$ cat src/rtl/byte_serial_mem_bridge_if.sv
// Bundles the 32-bit word request port and the 8-bit physical memory port of the bridge.
// master: the requester plus backing memory; slave: the bridge itself.
interface byte_serial_mem_bridge_if;
    logic [31:0] mem_address;
    logic        mem_read;
    logic        mem_write;
    logic [3:0]  mem_byte_enable;
    logic [31:0] mem_wdata;
    logic [31:0] mem_rdata;
    logic        mem_resp;
    logic [31:0] pmem_address;
    logic        pmem_read;
    logic        pmem_write;
    logic [7:0]  pmem_wdata;
    logic [7:0]  pmem_rdata;
    logic        pmem_resp;

    modport master (
        output mem_address, mem_read, mem_write, mem_byte_enable, mem_wdata,
        output pmem_rdata, pmem_resp,
        input  mem_rdata, mem_resp, pmem_address, pmem_read, pmem_write, pmem_wdata
    );

    modport slave (
        input  mem_address, mem_read, mem_write, mem_byte_enable, mem_wdata,
        input  pmem_rdata, pmem_resp,
        output mem_rdata, mem_resp, pmem_address, pmem_read, pmem_write, pmem_wdata
    );
endinterface

$ cat src/rtl/byte_serial_mem_bridge.sv
// Serialises 32-bit word reads/writes into byte beats on an 8-bit memory port.
// All outputs decode from registered state only.
module byte_serial_mem_bridge (
    input logic                     clk,
    input logic                     rst,
    byte_serial_mem_bridge_if.slave bus
);
    localparam logic [1:0] IDLE  = 2'd0;
    localparam logic [1:0] READ  = 2'd1;
    localparam logic [1:0] WRITE = 2'd2;
    localparam logic [1:0] DONE  = 2'd3;

    logic [1:0]  state_q, state_d;
    logic [1:0]  idx_q, idx_d;
    logic [29:0] base_q, base_d;
    logic [31:0] wdata_q, wdata_d;
    logic [3:0]  mask_q, mask_d;
    logic [31:0] rdata_q, rdata_d;

    logic [1:0]  first_lane;
    logic [1:0]  next_lane;
    logic        next_valid;

    // Lowest enabled lane of the incoming mask, and lowest latched lane above idx.
    always_comb begin
        first_lane = 2'd0;
        next_lane  = idx_q;
        next_valid = 1'b0;
        for (int i = 3; i >= 0; i--) begin
            if (bus.mem_byte_enable[i]) begin
                first_lane = 2'(i);
            end
            if (mask_q[i] && (i > int'(idx_q))) begin
                next_lane  = 2'(i);
                next_valid = 1'b1;
            end
        end
    end

    always_comb begin
        state_d = state_q;
        idx_d   = idx_q;
        base_d  = base_q;
        wdata_d = wdata_q;
        mask_d  = mask_q;
        rdata_d = rdata_q;
        case (state_q)
            IDLE: begin
                if (bus.mem_read) begin
                    base_d  = bus.mem_address[31:2];
                    idx_d   = 2'd0;
                    state_d = READ;
                end else if (bus.mem_write) begin
                    base_d  = bus.mem_address[31:2];
                    wdata_d = bus.mem_wdata;
                    mask_d  = bus.mem_byte_enable;
                    idx_d   = first_lane;
                    state_d = (bus.mem_byte_enable != 4'b0000) ? WRITE : DONE;
                end
            end
            READ: begin
                if (bus.pmem_resp) begin
                    rdata_d[{idx_q, 3'b000} +: 8] = bus.pmem_rdata;
                    if (idx_q == 2'd3) begin
                        state_d = DONE;
                    end else begin
                        idx_d = idx_q + 2'd1;
                    end
                end
            end
            WRITE: begin
                if (bus.pmem_resp) begin
                    if (next_valid) begin
                        idx_d = next_lane;
                    end else begin
                        state_d = DONE;
                    end
                end
            end
            DONE:    state_d = IDLE;
            default: state_d = IDLE;
        endcase
    end

    always_ff @(posedge clk) begin
        if (rst) begin
            state_q <= IDLE;
            idx_q   <= 2'd0;
            base_q  <= 30'd0;
            wdata_q <= 32'd0;
            mask_q  <= 4'd0;
            rdata_q <= 32'd0;
        end else begin
            state_q <= state_d;
            idx_q   <= idx_d;
            base_q  <= base_d;
            wdata_q <= wdata_d;
            mask_q  <= mask_d;
            rdata_q <= rdata_d;
        end
    end

    logic beat_active;
    assign beat_active      = (state_q == READ) || (state_q == WRITE);
    assign bus.pmem_read    = (state_q == READ);
    assign bus.pmem_write   = (state_q == WRITE);
    assign bus.pmem_address = beat_active ? {base_q, idx_q} : 32'd0;
    assign bus.pmem_wdata   = (state_q == WRITE) ? wdata_q[{idx_q, 3'b000} +: 8] : 8'd0;
    assign bus.mem_resp     = (state_q == DONE);
    assign bus.mem_rdata    = rdata_q;
endmodule

$ cat src/flat_wrapper.sv
// flat-port wrapper written by rule: the top's interface ports become plain ports
module byte_serial_mem_bridge_flat 
  (clk, rst, bus_mem_address, bus_mem_read, bus_mem_write, bus_mem_byte_enable, bus_mem_wdata, bus_pmem_rdata, bus_pmem_resp, bus_mem_rdata, bus_mem_resp, bus_pmem_address, bus_pmem_read, bus_pmem_write, bus_pmem_wdata);
  byte_serial_mem_bridge_if bus_i ();
  input logic clk;
  input logic rst;
  input wire logic [$bits(bus_i.mem_address)-1:0] bus_mem_address;
  input wire logic [$bits(bus_i.mem_read)-1:0] bus_mem_read;
  input wire logic [$bits(bus_i.mem_write)-1:0] bus_mem_write;
  input wire logic [$bits(bus_i.mem_byte_enable)-1:0] bus_mem_byte_enable;
  input wire logic [$bits(bus_i.mem_wdata)-1:0] bus_mem_wdata;
  input wire logic [$bits(bus_i.pmem_rdata)-1:0] bus_pmem_rdata;
  input wire logic [$bits(bus_i.pmem_resp)-1:0] bus_pmem_resp;
  output wire logic [$bits(bus_i.mem_rdata)-1:0] bus_mem_rdata;
  output wire logic [$bits(bus_i.mem_resp)-1:0] bus_mem_resp;
  output wire logic [$bits(bus_i.pmem_address)-1:0] bus_pmem_address;
  output wire logic [$bits(bus_i.pmem_read)-1:0] bus_pmem_read;
  output wire logic [$bits(bus_i.pmem_write)-1:0] bus_pmem_write;
  output wire logic [$bits(bus_i.pmem_wdata)-1:0] bus_pmem_wdata;
  assign bus_i.mem_address = bus_mem_address;
  assign bus_i.mem_read = bus_mem_read;
  assign bus_i.mem_write = bus_mem_write;
  assign bus_i.mem_byte_enable = bus_mem_byte_enable;
  assign bus_i.mem_wdata = bus_mem_wdata;
  assign bus_i.pmem_rdata = bus_pmem_rdata;
  assign bus_i.pmem_resp = bus_pmem_resp;
  assign bus_mem_rdata = bus_i.mem_rdata;
  assign bus_mem_resp = bus_i.mem_resp;
  assign bus_pmem_address = bus_i.pmem_address;
  assign bus_pmem_read = bus_i.pmem_read;
  assign bus_pmem_write = bus_i.pmem_write;
  assign bus_pmem_wdata = bus_i.pmem_wdata;
  byte_serial_mem_bridge u_core (.clk(clk), .rst(rst), .bus(bus_i));
endmodule
$ cat config.mk
export PLATFORM = sky130hd
export DESIGN_NAME = byte_serial_mem_bridge_flat
export DESIGN_NICKNAME = d
export VERILOG_FILES = /design/src/rtl/byte_serial_mem_bridge_if.sv /design/src/rtl/byte_serial_mem_bridge.sv /design/src/flat_wrapper.sv
export SDC_FILE = /design/constraint.sdc
export NUM_CORES = 1
export LEC_CHECK = 0
export ABC_CLOCK_PERIOD_IN_PS = 2070
export BUFFER_PORTS_ARGS = -buffer_cell sky130_fd_sc_hd__buf_4
export CAP_MARGIN = 20
export CORE_AREA = 4 4 104 106
export DETAILED_ROUTE_END_ITERATION = 10
export DIE_AREA = 0 0 108 110
export GPL_ROUTABILITY_DRIVEN = 1
export GPL_TIMING_DRIVEN = 0
export HOLD_SLACK_MARGIN = 0.15
export PLACE_DENSITY = 0.84
export SYNTH_ARGS = -nofsm -noshare
export SYNTH_HDL_FRONTEND = slang
export SYNTH_SLANG_ARGS = --single-unit
$ cat constraint.sdc
create_clock -name clk -period 2.07 [get_ports clk]
set_input_delay 0.1035 -clock clk [delete_from_list [all_inputs] [get_ports clk]]
set_output_delay 0.1035 -clock clk [all_outputs]
set_load 0.02 [all_outputs]
==> key figures <==
Global routing
  – First-pass GRT wire length: 23200 um
  – Initial antenna violation count: 0
  – Vias in the first global route: 4881
  – Total grt overflow: 0
  – Overall global routing resource usage: 25.0%
  – Largest net degree at the start of global routing: 20

Timing
  – Slew Limit Fails: 0
  – Worst-case clock skew: 9.83 ps
  – Final Hold Fails: 0
  – Final setup vio count: 0
  – Peak Freq: 0.495 GHz
  – Rel. slew slack: 57.4%
  – Final worst slack: 48.4 ps
  – RSZ-0062 raised after global routing: no
  – Setup tns final: 0 ps
  – Final period util: 97.7%
  – Slew at the pin closest to its max-slew limit: 638 ps
  – Post-layout min period: between 2000 and 2500 ps

Power
  – Leakage: 2.84 nW
  – Sw power: 0.00273 W
  – Reg power frac: 35.3%
  – Peak supply drop: around 700 uV
  – Power Density: around 1000 nW/um2
  – Clk pwr share: 18.1%
  – Combinational power share: 46.6%
  – Switching part of the total: 40.8%
  – Tot Pwr: 0.00670 W
  – Pint: slightly below 0.004 W

Min path
  – Hold path cells: 2
  – Worst Hold End: u_core.base_q[3]$_SDFFE_PP0P_
  – HP Start: rst
  – Hold crit path type: in2reg

Logic synthesis
  – Sequential area share after synthesis: between 40% and 50%
  – Synth Register Bits: around 100
  – Async set-reset flop share out of synthesis: 0%
  – Syn Area/Cell: 8.56 um2
  – Yosys top cell area share: 46.5%
  – Mapped cell area: between 4000 and 5000 um2
  – Cell variety after synth: 40
  – Syn Nets: 601
  – Synth Flop Type: dfxtp_1
  – Post-synth EDFFs: 0
  – Synth top area cells: dfxtp_1, nand2_1, a21oi_1, and2_1, a22oi_1
  – Cells after Synth: 508
  – Synth Warn #: 0
  – Yosys top cell by area: dfxtp_1

Setup path
  – CP required: ~2400 ps
  – CP Launch Type: register
  – Crit end category: register
  – Crit path kind: reg2reg
  – Origin of the critical flop-to-flop path: u_core.idx_q[0]$_SDFFE_PP0P_
  – R2R setup slack: 50 ps
  – CP Max Fanout: 5
  – Worst R2R End: u_core.idx_q[0]$_SDFFE_PP0P_
  – Worst-case reg-to-reg path depth: 7
  – Worst Path Arrival: 2300 ps

Finish
  – Final design utilization: 68.3%
  – Area grow syn2layout: 53.6%
  – Commonest cells after routing, fill and taps aside: buf_4, nand2_1, dfxtp_1, dlygate4sd3_1, a21oi_1
  – Commonest non-fill, non-tap cell in the layout: buf_4
  – ANT cells: 0
  – Fin cells: a little under 900
  – Proportion of layout cells with a drive suffix above 1: between 20 and 30%
  – Nets: 841

Floorplanning
  – DIE AREA: 11900 um2
  – I/O pins: between 150 and 200
  – Die Span Y: 110 um
  – Row cnt: 36
  – Chip width: between 100 and 150 um
  – Core Footprint: 9770 um2
  – Starting density of the core: 44.5%

Clock tree
  – CTS Root Buffer Type: clkbuf_8
  – Num Clock Sinks: 101
  – TritonCTS Buffers: 9
  – CTS tree: built
  – Longest Clk Path Bufs: 2
  – H-Tree Depth: 3
  – Worst-skew pair later-pin latency: 370 ps
  – Clock-pin slew on the worst setup and hold paths: 100 ps

Route
  – WL/cell: 16.8 um
  – Met2 wire len: slightly below 8000 um
  – Drt drc: 0
  – Met3 wire length: 931 um
  – Met1 wire length: 5610 um
  – Starting DRC count in detailed routing: 291
  – Routed Antenna Nets: 0
  – Top Layer Used: met4
  – Vias: 4749
  – Drt total wl: 14900 um
  – DR pass1 iterations: 5
  – Post-DR vias/cell: around 5.4

Place
  – Port-buffer cells: 151
  – Placed cells: 792
  – Worst slack, placed: -242 ps
  – GPL Wtd Cong: 0.836
  – Dpl hpwl: 9630 um

Job
  – Max-cap violations: 0

Run status
  – Status: complete, no violations
==> stage by stage <==
stage / area [um2] / hold slack, ps
after floorplan: 4350 / 239
after global placement: 5650 / 351
after detailed placement: 5650 / 362
after CTS: 6620 / 164
after global routing: 6680 / 186
final: 6680 / 192
==> critical path: stages, from the launching register on <==
cell and delay (ps):
dfxtp_4 390, buf_8 130, clkinvlp_4 100, ha_2 210
and2_4 170, or4b_4 550, o211a_1 160, a211oi_2 230
==> cell families (layout without fill, tap and decap cells) <==
kind of cell / count (synthesis) / after routing / synth area share (%)
simple gates: 229 / 229 / 25.8
compound gates: 119 / 119 / 16.5
flops: 101 / 101 / 46.5
buf+inv: 39 / 284 / 3.65
fa+ha+maj: 12 / 12 / 3.45
mux: 8 / 8 / 4.14
==> metal layers <==
layer,track usage (%),up-vias
li1,-,2207
met1,27.1,2262
met2,45.8,226
met3,4.43,54
met4,14.2,0
met5,0,-
==> state kept, by name, indices dropped and copies added, names as in the netlist <==
signal and flops:
u_core.idx_q 2, u_core.base_q 30, u_core.bus.mem_rdata 32, u_core.wdata_q 32, u_core.mask_q 3, u_core.state_q 2
==> cell type report <==
type / instances / area (um2)
clock buffers: 9 / 124
clock inverters: 7 / 63.8
well taps: 133 / 166
repair buffers: 229 / 1910
flip-flops and latches: 101 / 2030
fillers: 702 / 3090
multi-input cells: 368 / 2180
inverters: 5 / 22.5
plain buffers: 34 / 185
==> cell usage after synthesis (4+ instances only) <==
| library cell | instances |
|---|---|
| ha_1 | 12 |
| dfxtp_1 | 101 |
| buf_2 | 4 |
| nand2_1 | 132 |
| nor2_1 | 33 |
| inv_1 | 5 |
| o21ai_0 | 4 |
| clkbuf_1 | 27 |
| a22oi_1 | 32 |
| mux4_2 | 8 |
| a21oi_1 | 72 |
| and2_1 | 40 |
==> worst max-delay path by stage <==
stage                                      start                           end  depth (start not counted)
CTS                 u_core.idx_q[1]$_SDFFE_PP0P_  u_core.idx_q[0]$_SDFFE_PP0P_                          7
detailed placement  u_core.idx_q[1]$_SDFFE_PP0P_  u_core.idx_q[0]$_SDFFE_PP0P_                          7
global route        u_core.idx_q[0]$_SDFFE_PP0P_             bus_pmem_wdata[4]                          5
finish              u_core.idx_q[0]$_SDFFE_PP0P_  u_core.idx_q[0]$_SDFFE_PP0P_                          7
global placement    u_core.idx_q[1]$_SDFFE_PP0P_  u_core.idx_q[0]$_SDFFE_PP0P_                          7
floorplan           u_core.idx_q[1]$_SDFFE_PP0P_  u_core.idx_q[0]$_SDFFE_PP0P_                          7
==> repair_timing <==
action	4_1_cts	5_1_grt
buffers inserted	1	3
resized for setup	13	17
endpoints found under the setup margin	71	53
endpoints found under the hold margin	99	0
pin swaps	0	2
hold buffers	74	0
==> power by group through the flow <==
stage / Combinational, W / Clock [W] / Sequential [W]
floorplan: 0.00188 / 0 / 0.00236
global placement: 0.00270 / 0 / 0.00238
detailed placement: 0.00277 / 0 / 0.00240
CTS: 0.00295 / 0.00123 / 0.00237
global route: 0.00338 / 0.00130 / 0.00239
finish: 0.00312 / 0.00122 / 0.00237
No activity file was read; power rests on OpenSTA's default activity.
